File: src/rtl/vgacon_pkg.sv
// rtl/vgacon_pkg.sv - shared text-console geometry, control codes and tty state encoding
package vgacon_pkg;

    localparam int NUM_ROWS = 3;
    localparam int NUM_COLS = 10;
    localparam int N_CHARS  = NUM_ROWS * NUM_COLS;

    localparam logic [8:0] BLANK = 9'h020;

    localparam logic [7:0] CC_BS = 8'h08;
    localparam logic [7:0] CC_LF = 8'h0A;
    localparam logic [7:0] CC_FF = 8'h0C;
    localparam logic [7:0] CC_CR = 8'h0D;

    typedef enum logic [1:0] {
        CLEAR = 2'd0,
        IDLE  = 2'd1,
        COPY  = 2'd2,
        FILL  = 2'd3
    } tty_state_t;

endpackage

File: src/rtl/vgacon_tty_ctrl.sv
// rtl/vgacon_tty_ctrl.sv - byte-stream terminal writer for the VGA text buffer
// VGACON_TTY_SCROLL_EN: last-row advance scrolls; otherwise wraps to row 0 and erases it.
module vgacon_tty_ctrl
    import vgacon_pkg::*;
#(
    parameter int NUM_ROWS = vgacon_pkg::NUM_ROWS,
    parameter int NUM_COLS = vgacon_pkg::NUM_COLS,
    parameter int ADDR_W   = 5
) (
    input  logic              clk,
    input  logic              rst_n,
    input  logic              ch_valid,
    input  logic [7:0]        ch_data,
    input  logic [1:0]        ch_color,
    output logic              ch_ready,
    output logic              buf_we,
    output logic [ADDR_W-1:0] buf_addr,
    output logic [8:0]        buf_wdata,
    output logic [ADDR_W-1:0] buf_raddr,
    input  logic [8:0]        buf_rdata,
    output logic [1:0]        cur_row,
    output logic [3:0]        cur_col,
    output logic              busy
);

    localparam int N = NUM_ROWS * NUM_COLS;
    localparam logic [ADDR_W-1:0] ONE_A    = ADDR_W'(1);
    localparam logic [ADDR_W-1:0] LAST_A   = ADDR_W'(N - 1);
    localparam logic [ADDR_W-1:0] COLS_A   = ADDR_W'(NUM_COLS);
    localparam logic [ADDR_W-1:0] LROW_A   = ADDR_W'((NUM_ROWS - 1) * NUM_COLS);
    localparam logic [1:0]        ROW_LAST = 2'(NUM_ROWS - 1);
    localparam logic [3:0]        COL_LAST = 4'(NUM_COLS - 1);
`ifdef VGACON_TTY_SCROLL_EN
    localparam logic [ADDR_W-1:0] FILL_END = LAST_A;
`else
    localparam logic [ADDR_W-1:0] FILL_END = COLS_A - ONE_A;
`endif

    tty_state_t        state_q, state_d;
    logic [ADDR_W-1:0] cnt_q, cnt_d;
    logic [1:0]        row_q, row_d;
    logic [3:0]        col_q, col_d;
    logic              we_q, we_d;
    logic [ADDR_W-1:0] addr_q, addr_d;
    logic [8:0]        wdata_q, wdata_d;
    logic [8:0]        cap_q, cap_d;
    logic [ADDR_W-1:0] row_a, row_base, cur_addr, raddr;
    logic              adv;
    logic              rdata_unused;

    assign row_a    = ADDR_W'(row_q);
    assign row_base = (NUM_COLS == 10) ? (row_a << 3) + (row_a << 1) : row_a * COLS_A;
    assign cur_addr = row_base + ADDR_W'(col_q);

    always_comb begin
        state_d = state_q;
        cnt_d   = cnt_q;
        row_d   = row_q;
        col_d   = col_q;
        we_d    = 1'b0;
        addr_d  = addr_q;
        wdata_d = wdata_q;
        cap_d   = cap_q;
        raddr   = '0;
        adv     = 1'b0;
        case (state_q)
            CLEAR: begin
                we_d    = 1'b1;
                addr_d  = cnt_q;
                wdata_d = BLANK;
                if (cnt_q == LAST_A) begin
                    state_d = IDLE;
                    cnt_d   = '0;
                    row_d   = '0;
                    col_d   = '0;
                end else begin
                    cnt_d = cnt_q + ONE_A;
                end
            end
            IDLE: begin
                if (ch_valid) begin
                    if (ch_data >= 8'h20 && ch_data <= 8'h7E) begin
                        we_d    = 1'b1;
                        addr_d  = cur_addr;
                        wdata_d = {ch_color, ch_data[6:0]};
                        if (col_q == COL_LAST) begin
                            col_d = '0;
                            adv   = 1'b1;
                        end else begin
                            col_d = col_q + 4'd1;
                        end
                    end else begin
                        case (ch_data)
                            CC_LF: begin
                                col_d = '0;
                                adv   = 1'b1;
                            end
                            CC_CR: col_d = '0;
                            CC_BS: begin
                                if (col_q != 4'd0) begin
                                    col_d   = col_q - 4'd1;
                                    we_d    = 1'b1;
                                    addr_d  = cur_addr - ONE_A;
                                    wdata_d = BLANK;
                                end
                            end
                            CC_FF: begin
                                state_d = CLEAR;
                                cnt_d   = '0;
                            end
                            default: ;
                        endcase
                    end
                end
                if (adv) begin
                    if (row_q != ROW_LAST) begin
                        row_d = row_q + 2'd1;
                    end else begin
`ifdef VGACON_TTY_SCROLL_EN
                        state_d = COPY;
`else
                        row_d   = '0;
                        state_d = FILL;
`endif
                        cnt_d = '0;
                    end
                end
            end
`ifdef VGACON_TTY_SCROLL_EN
            // Read at cnt, write the captured cell one cycle later; cnt==LROW_A only drains.
            COPY: begin
                if (cnt_q != LROW_A) begin
                    raddr = cnt_q + COLS_A;
                    cap_d = buf_rdata;
                end
                if (cnt_q != '0) begin
                    we_d    = 1'b1;
                    addr_d  = cnt_q - ONE_A;
                    wdata_d = cap_q;
                end
                if (cnt_q == LROW_A) begin
                    state_d = FILL;
                end else begin
                    cnt_d = cnt_q + ONE_A;
                end
            end
`endif
            FILL: begin
                we_d    = 1'b1;
                addr_d  = cnt_q;
                wdata_d = BLANK;
                if (cnt_q == FILL_END) begin
                    state_d = IDLE;
                    cnt_d   = '0;
                end else begin
                    cnt_d = cnt_q + ONE_A;
                end
            end
            default: begin
                state_d = CLEAR;
                cnt_d   = '0;
            end
        endcase
    end

    always_ff @(posedge clk or negedge rst_n) begin
        if (!rst_n) begin
            state_q <= CLEAR;
            cnt_q   <= '0;
            row_q   <= '0;
            col_q   <= '0;
            we_q    <= 1'b0;
            addr_q  <= '0;
            wdata_q <= '0;
            cap_q   <= '0;
        end else begin
            state_q <= state_d;
            cnt_q   <= cnt_d;
            row_q   <= row_d;
            col_q   <= col_d;
            we_q    <= we_d;
            addr_q  <= addr_d;
            wdata_q <= wdata_d;
            cap_q   <= cap_d;
        end
    end

    assign rdata_unused = ^buf_rdata;
    assign ch_ready     = (state_q == IDLE);
    assign busy         = (state_q != IDLE);
    assign buf_we       = we_q;
    assign buf_addr     = addr_q;
    assign buf_wdata    = wdata_q;
    assign buf_raddr    = raddr;
    assign cur_row      = row_q;
    assign cur_col      = col_q;

endmodule

File: config.mk
export PLATFORM = sky130hd
export DESIGN_NAME = vgacon_tty_ctrl
export DESIGN_NICKNAME = d
export VERILOG_FILES = /design/src/rtl/vgacon_pkg.sv /design/src/rtl/vgacon_tty_ctrl.sv
export SDC_FILE = /design/constraint.sdc
export NUM_CORES = 1
export LEC_CHECK = 0
export ABC_AREA = 1
export CAP_MARGIN = 20
export CORE_ASPECT_RATIO = 1.2
export CORE_MARGIN = 2
export CORE_UTILIZATION = 40
export CTS_CLUSTER_SIZE = 25
export DETAILED_ROUTE_END_ITERATION = 10
export PLACE_DENSITY = 0.78
export SLEW_MARGIN = 20
export SYNTH_ARGS = -nofsm -noshare
export SYNTH_HDL_FRONTEND = slang
export SYNTH_SLANG_ARGS = --single-unit
File: constraint.sdc
create_clock -name clk -period 3.86 [get_ports clk]
set_input_delay 1.158 -clock clk [delete_from_list [all_inputs] [get_ports clk]]
set_output_delay 1.158 -clock clk [all_outputs]
set_load 0.05 [all_outputs]
# ---- Yosys cells after proc, flatten, opt, wreduce, memory -nomap -nowiden
# Cells that the tools add are included.
dict set report word_totals {
  regBits 28
  input_bits 22
  output_inout_bits 28
  elab_cells 93
}
dict set report classes {
  n_addsub 7
  order_cmp 2
  n_eq_ne 19
  n_mux 47
  n_reduce_logical 11
}
# operator count
set op_table {}
lappend op_table {{2-to-1 mux 5 bit} 11}
lappend op_table {{2-to-1 mux 9 bit} 4}
lappend op_table {{equality test 8 x 4 -> 1 bit, second input constant} 4}
lappend op_table {{2-to-1 mux 2 bit} 10}
lappend op_table {{2-to-1 mux 4 bit} 5}
lappend op_table {{case mux 9 bit (2 select lines)} 1}
lappend op_table {{case mux 4 bit (2 select lines)} 2}
lappend op_table {{case mux 5 bit (3 select lines)} 1}
lappend op_table {{case mux 5 bit (2 select lines)} 1}
lappend op_table {{2-to-1 mux 1 bit} 9}
lappend op_table {{greater-or-equal comparator 8 x 6 -> 1 bit, second input constant} 1}
lappend op_table {{less-or-equal comparator 8 x 7 -> 1 bit, second input constant} 1}
lappend op_table {{!= test 2 bit, second input constant} 4}
lappend op_table {{!= test 3 x 1 -> 1 bit, second input constant} 2}
lappend op_table {{case mux 2 bit (3 select lines)} 1}
lappend op_table {{adder 5 x 1 -> 5 bit, second input constant} 1}
lappend op_table {{adder 5 x 3 -> 5 bit} 1}
lappend op_table {{adder 5 x 4 -> 5 bit} 1}
lappend op_table {{equality test 5 x 4 -> 1 bit, second input constant} 1}
lappend op_table {{equality test 5 bit, second input constant} 1}
lappend op_table {{AND reduction 5 bit} 1}
lappend op_table {{subtractor 5 x 1 -> 5 bit, second input constant} 1}
lappend op_table {{adder 4 x 1 -> 4 bit, second input constant} 1}
lappend op_table {{equality test 4 bit, second input constant} 1}
lappend op_table {{other kinds (17)} 20}

# ---- Longest topological paths before layout
# Gate-level depths: netlist of run 1.
dict set report logic_depth {
  word_depth 8
  ltp_mapped 12
  ltp_nobuf 12
}

# ---- Worst setup path after synthesis of run 1
# OpenSTA, ideal clock, no wires.
dict set report synth_path {
  kind {register to output}
  start {register state_q[1]}
  end {output busy}
  arrival_ps 1458
  required_time_ps 2702
  setup_slack_ps 1244
  stages_incl_launch_ff 4
  n_path_buf 0
  cell_sequence {dfrtp_1 > inv_1 > ha_1 > inv_1}
}
dict set report synth_between {
  elab_chain_cells 1
}
# item line_no
set synth_lines {}
lappend synth_lines {{start, declared} vgacon_tty_ctrl.sv:39} ;# tty_state_t state_q, state_d;
lappend synth_lines {{start signal, assigned} vgacon_tty_ctrl.sv:177} ;# state_q <= state_d;
lappend synth_lines {{!= test 2 x 1 -> 1 bit} vgacon_tty_ctrl.sv:190} ;# assign busy = (state_q != IDLE);
lappend synth_lines {{end, declared} vgacon_tty_ctrl.sv:23} ;# output logic busy
# Every way passes these cells.

# ---- Worst setup path after layout of run 1
# Same ends and word-level chain as after synthesis.

==> results of run 1 <==
## kinds of logic after synthesis
logic type | after synthesis | synth area share
AOI/OAI and AO/OA | 43 | 0.112
adders and majority gates | 14 | 0.0895
buffers and inverters | 47 | 0.113
and+or+nand+nor | 151 | 0.315
DFF | 28 | 0.343
xor gates and xnor gates | 6 | 0.0258
other | 1 | 0.00184
## synthesized netlist by cell type (2+ instances only)
| cell | count | area (µm²) |
|---|---|---|
| o21ai_0 | 12 | 60.1 |
| nand3_2 | 2 | 20.0 |
| dfrtp_1 | 28 | 701 |
| ha_1 | 13 | 163 |
| nor2_2 | 3 | 18.8 |
| nand2_1 | 82 | 308 |
| nor2_1 | 27 | 101 |
| buf_4 | 6 | 45.0 |
| nand3_1 | 28 | 140 |
| a21oi_1 | 12 | 60.1 |
| buf_6 | 4 | 45.0 |
| o21ai_1 | 15 | 75.1 |
| inv_1 | 33 | 124 |
| nor3_1 | 5 | 25.0 |
| xor2_1 | 3 | 26.3 |
| xnor2_1 | 3 | 26.3 |
## sequential cells by signal, summed over array words and instances, names as in the netlist
signal,cells
cur_row,2
state_q,2
buf_we,1
cnt_q,5
buf_wdata,9
buf_addr,5
cur_col,4
## layer usage
metal / GRT usage / vias to the layer above / part of all wire
met2: 0.289 / 75 / 0.45
met4: 0.0569 / 0 / 0.018
li1: - / 974 / -
met1: 0.226 / 874 / 0.49
met3: 0.0133 / 10 / 0.043
met5: 0 / - / 0
## layout by cell type, fill, tap and decap left out
cell	n
nand3_2	2
and2_1	1
nor3_1	5
o21ai_1	15
nor2_1	27
nand2_1	82
buf_4	2
o21ai_0	12
conb_1	5
a21oi_1	12
xnor2_1	3
o21ai_2	1
xor2_1	3
ha_1	13
nor2_2	3
nand2_2	1
a21oi_2	1
inv_1	33
nand2_4	1
dfrtp_1	28
o21bai_1	1
inv_2	1
a211oi_1	1
clkbuf_8	4
fa_1	1
clkdlybuf4s50_1	35
nand4_1	1
nand3_1	28
## power groups by stage
stage               Combinational, µW  Sequential, µW  Clock [µW]
floorplan                         734             785           0
global placement                 1320             520           0
detailed placement               1340             524           0
CTS                              1350             519         190
global route                     1490             540         197
finish                           1360             519         186
## how the worst max path moves through the flow
stage | startpoint | endpoint | slack, ns | cells past startpoint
finish | state_q[1] | busy | 0.63 | 4
global route | state_q[1] | busy | 0.54 | 4
CTS | state_q[1] | busy | 0.61 | 4
detailed placement | ch_data[3] | buf_addr[3] | 0.80 | 10
global placement | ch_data[3] | buf_addr[3] | 0.84 | 10
floorplan | state_q[1] | busy | 1.24 | 3
## stage by stage
stage	setup WS, ns	power (µW)	hold slack [ns]	area, µm²	instances
after floorplan	1.24	1520	0.499	2060	294
after global placement	0.835	1840	0.463	2390	378
after detailed placement	0.802	1870	0.474	2390	378
after CTS	0.615	2060	0.498	2450	382
after global routing	0.545	2230	0.519	2450	382
final	0.626	2060	0.496	2450	382
## worst register-to-register path, delay by kind of cell (launching register included)
| kind | cells | cell delay, ns |
|---|---|---|
| AO/OA/AOI/OAI | 1 | 0.07 |
| adder cells (fa/ha/maj) | 2 | 0.73 |
| buffers and inverters | 3 | 0.21 |
| flip-flops | 1 | 0.47 |
| AND/OR/NAND/NOR | 4 | 0.32 |
## area by class of cell
| cell class | instances | area [µm²] |
|---|---|---|
| well taps | 60 | 75.1 |
| multi-input cells | 219 | 1120 |
| flip-flops and latches | 28 | 701 |
| repair buffers | 37 | 365 |
| fillers | 497 | 2490 |
| clock buffers | 4 | 55.1 |
| inverters | 34 | 128 |
==> results.md, run 1 <==
- Result of the run: finished clean
- Main flop type after synthesis: dfrtp_1
- Maximum number of pins on one net before global-route repair: 29
- EDFF count, synth: 0
- Reg2Reg Capture Point: buf_addr[4]
- Setup_tns: 0 ns
- Hold violation total from the final report: 0
- Relative area change from synthesis to final layout: 20.0%
- Power density normalized to cell area: 842 nW/µm²
- Sink count of the clock tree: 28
- Post-Syn Area per Cell: 7.04 µm²
- Cell count of the worst hold path: 2
- Number of nets at the end of the flow: 359
- Number of hold buffers added after cts: 0
- Leak pwr: 0.00119 µW
- Buffer cell driving the clock tree root: clkbuf_8
- Number of top-level design ports: 50
- Rel. slew slack: 0.567
- Die X-Extent: 69.2 µm
- Clock tree from TritonCTS: yes
- Total via count in the routed design: 1933
- Layout cell share with drive strength beyond 1: 0.0497
- Reg2Reg Launch Point: cur_row[0]
- Global route total overflow: 0
- Via/cell ratio: 5.06
- Type of destination of the critical path: output pin
- TritonCTS buffer count: 3
- Slowest cell on crit path: clkdlybuf4s50_1
- FMAX: 309 MHz
- Floorplan Core Area: 4940 µm²
- Post-cts repair resize count: 0
- Most used cell, CP: inv_1
- Post-CTS Setup Inserts: 0
- Height of the chip: 82.2 µm
- Maximum vdd drop: 307 µV
- Combinational Power Share: 0.658
- Sw Share: 0.535
- Slack of the worst reg-to-reg path: 1.95 ns
- CP bufs+invs: 3
- Pins Over Slew Limit: 0
- Detailed router's first-iteration violation count: 134
- First-pass GRT wire length: 8020 µm
- Netlist cell types: 30
- Detailed-route wire length per cell: 12.3 µm
- Endpoint, Worst Hold: buf_addr[2]
- Max H-tree Level: 1
- Number of antenna violations at the first check in global routing: 0
- Depth of the most critical reg-to-reg path: 10
- Internal power consumption: 957 µW
- Floorplan row count: 28
- Cell family contributing the most delay on the critical path: buffers and inverters
- Largest incremental delay on the critical path: 0.85 ns
- Max Clock Skew: 0.00374 ns
- Total wirelength of the detailed-routed design: 4710 µm
- Antenna-violating nets left: 0
- Switching component of the power: 1100 µW
- CP required: 2.70 ns
- RSZ-0062 raised after global routing: no
- Ys Warns: 0
- Power share of the clock group: 0.090
- Cells traversed along the worst timing path: inv_1, ha_1, inv_1, clkdlybuf4s50_1
- Crit start category: flip-flop
- Post-synthesis sequential element count: 28
- Clock edge transition at the registers on the reported setup and hold paths: 0.10 ns
- Total setup violations reported at the end of the flow: 0
- Final worst-path cycle share: 0.838
- Utilization of the core after routing: 0.496
- Via count of the first global-routing pass: 1789
- Least-Margin Pin Slew: 0.645 ns
- Share of flip-flops with an asynchronous set or reset after synthesis: 1.00
- # DRC: 0
- DR pass1 iterations: 4
- HP Class: reg2reg
- Deepest clock path buffer count: 2
- Final GP Congestion: 0.855
- HPWL after detailed placement: 3460 µm
- Number of input and output port buffers inserted: 35
- Total standard cell area after synthesis: 2040 µm²
- Number of maximum-capacitance constraint violations: 0
- Sequential share of the synthesized area: 0.343
- Critical path arrival: 2.08 ns
- Die footprint: 5690 µm²
- Worst skew pair latency: 0.27 ns
- Worst Path Class, Setup: reg2out
- Final antenna diode count: 0
- Post-Synthesis Cells: 290
- Part of the power in registers: 0.252
- Crit-path max FO: 6
- Startpoint of the worst hold path: buf_addr[2]
- Total track usage: 0.168
- Fin crit period: 3.23 ns
- Starting utilization of the core area: 0.413
(Power assumes the default switching activity.)
==> run 2: changes to the inputs <==
- PLACE_DENSITY: 0.78 -> 0.8
- clock period: 3.86 -> 2.9 ns (I/O delays scaled with it)
==> results.md, run 2 (synthesis gave the netlist of run 1 again) <==
- Result of the run: finished clean
- Pins Over Slew Limit: 0 (unchanged)
- Utilization of the core after routing: 0.495 (-0.00101)
- CP bufs+invs: 1 (-2)
- Sw Share: 0.536 (+0.000561)
- Internal power consumption: 1270 µW (+32%)
- Total wirelength of the detailed-routed design: 4640 µm (-1.5%)
- Part of the power in registers: 0.253 (about the same)
- Leak pwr: 0.00120 µW (+0.15%)
- Combinational Power Share: 0.657 (about the same)
- Buffer cell driving the clock tree root: clkbuf_8
- Sink count of the clock tree: 28 (unchanged)
- HPWL after detailed placement: 3450 µm (about the same)
- Deepest clock path buffer count: 2 (unchanged)
- Worst Path Class, Setup: reg2out
- HP Class: reg2reg
- # DRC: 0 (unchanged)
- Post-cts repair resize count: 0 (unchanged)
- Floorplan row count: 28 (unchanged)
- CP required: 2.03 ns (-0.67 ns)
- Startpoint of the worst hold path: buf_addr[1]
- Die X-Extent: 69.2 µm (unchanged)
- Crit-path max FO: 7 (+1)
- Power share of the clock group: 0.090 (about the same)
- Critical path arrival: 1.65 ns (-0.43 ns)
- Power density normalized to cell area: 1120 nW/µm² (+33%)
- Cells traversed along the worst timing path: clkdlybuf4s50_1
- Fin crit period: 2.52 ns
- Commonest non-fill, non-tap cell in the layout: nand2_1
- Via/cell ratio: 4.97 (-1.8%)
- Global route total overflow: 0 (unchanged)
- FMAX: 397 MHz
- Max Clock Skew: 0.00564 ns (+0.00191 ns)
- Switching component of the power: 1470 µW (+33%)
- Worst skew pair latency: 0.28 ns (about the same)
- Final GP Congestion: 0.844 (-1.3%)
- Largest incremental delay on the critical path: 0.86 ns (about the same)
- Maximum number of pins on one net before global-route repair: 29 (unchanged)
- Largest register FFs: 9 (unchanged)
- Setup_tns: 0 ns (unchanged)
- Slack of the worst reg-to-reg path: 0.92 ns (-1.03 ns)
- Total track usage: 0.180 (+0.0121)
- Number of input and output port buffers inserted: 35 (unchanged)
- Via count of the first global-routing pass: 1935 (+8.2%)
- Max H-tree Level: 1 (unchanged)
- Clock edge transition at the registers on the reported setup and hold paths: 0.10 ns (about the same)
- Detailed-route wire length per cell: 12.1 µm (-1.5%)
- Clock tree from TritonCTS: yes
- Reg2Reg Launch Point: cur_row[0]
- Starting utilization of the core area: 0.413 (unchanged)
- Type of destination of the critical path: output pin
- Total via count in the routed design: 1899 (-1.8%)
- Antenna-violating nets left: 0 (unchanged)
- Detailed router's first-iteration violation count: 133 (-0.75%)
- Final worst-path cycle share: 0.869
- Number of maximum-capacitance constraint violations: 0 (unchanged)
- Most frequent cells in the layout: 82 x nand2_1, 33 x inv_1, 33 x clkdlybuf4s50_1
- Number of top-level design ports: 50 (unchanged)
- DR pass1 iterations: 4 (unchanged)
- Layout cell share with drive strength beyond 1: 0.0559 (+0.00621)
- Rel. slew slack: 0.572 (+0.00446)
- Total setup violations reported at the end of the flow: 0 (unchanged)
- Least-Margin Pin Slew: 0.638 ns (-0.00665 ns)
- Crit start category: flip-flop
- First-pass GRT wire length: 8470 µm (+5.6%)
- Critical path launch point: cur_col[2]
- Die footprint: 5690 µm² (unchanged)
- Floorplan Core Area: 4940 µm² (unchanged)
- Maximum vdd drop: 664 µV (+120%)
- Cell family contributing the most delay on the critical path: buffers and inverters
- Number of hold buffers added after cts: 0 (unchanged)
- Final antenna diode count: 0 (unchanged)
- Hold violation total from the final report: 0 (unchanged)
- Number of antenna violations at the first check in global routing: 0 (unchanged)
- Number of nets at the end of the flow: 359 (unchanged)
- TritonCTS buffer count: 3 (unchanged)
- Height of the chip: 82.2 µm (unchanged)
- Post-CTS Setup Inserts: 0 (unchanged)
- Relative area change from synthesis to final layout: 19.7%
- Slowest cell on crit path: clkdlybuf4s50_1
- RSZ-0062 raised after global routing: no
==> run 2: layout make-up <==
type	instances	area, µm²
Sequential cell	28	701
Inverter	34	128
Multi-Input combinational cell	219	1120
Tap cell	60	75.1
Clock buffer	4	55.1
Fill cell	473	2500
Timing Repair Buffer	37	360
==> run 2: worst paths after layout <==
path	cells past startpoint	endpoint
worst max-delay path	1	cur_col[2]
worst min-delay path	2	buf_addr[1]
worst max register to register	9	buf_addr[4]
worst min register to register	2	buf_addr[1]
max in group asynchronous	2	cur_col[3]
min in group asynchronous	2	cnt_q[4]
==> run 2: power groups by stage <==
stage | Clock [µW] | Combinational [µW] | Sequential, µW
final | 245 | 1800 | 693
after global routing | 264 | 2000 | 720
after CTS | 249 | 1790 | 694
after detailed placement | 0 | 1780 | 702
after global placement | 0 | 1740 | 692
after floorplan | 0 | 977 | 1050
==> run 2: stage by stage <==
step                setup WS, ns  cells  total power (µW)  instance area, µm²  hold WS [ns]
floorplan                  0.572    294              2020                2060         0.499
global placement           0.177    378              2430                2390         0.465
detailed placement         0.132    378              2480                2390         0.470
CTS                        0.371    382              2730                2440         0.495
global route               0.159    382              2980                2440         0.520
finish                     0.380    382              2730                2440         0.492
==> run 2: per-layer routing <==
metal	GRT usage	share of wire
met1	0.230	0.47
met2	0.324	0.47
met3	0.0170	0.040
met4	0.0608	0.010
met5	0	0
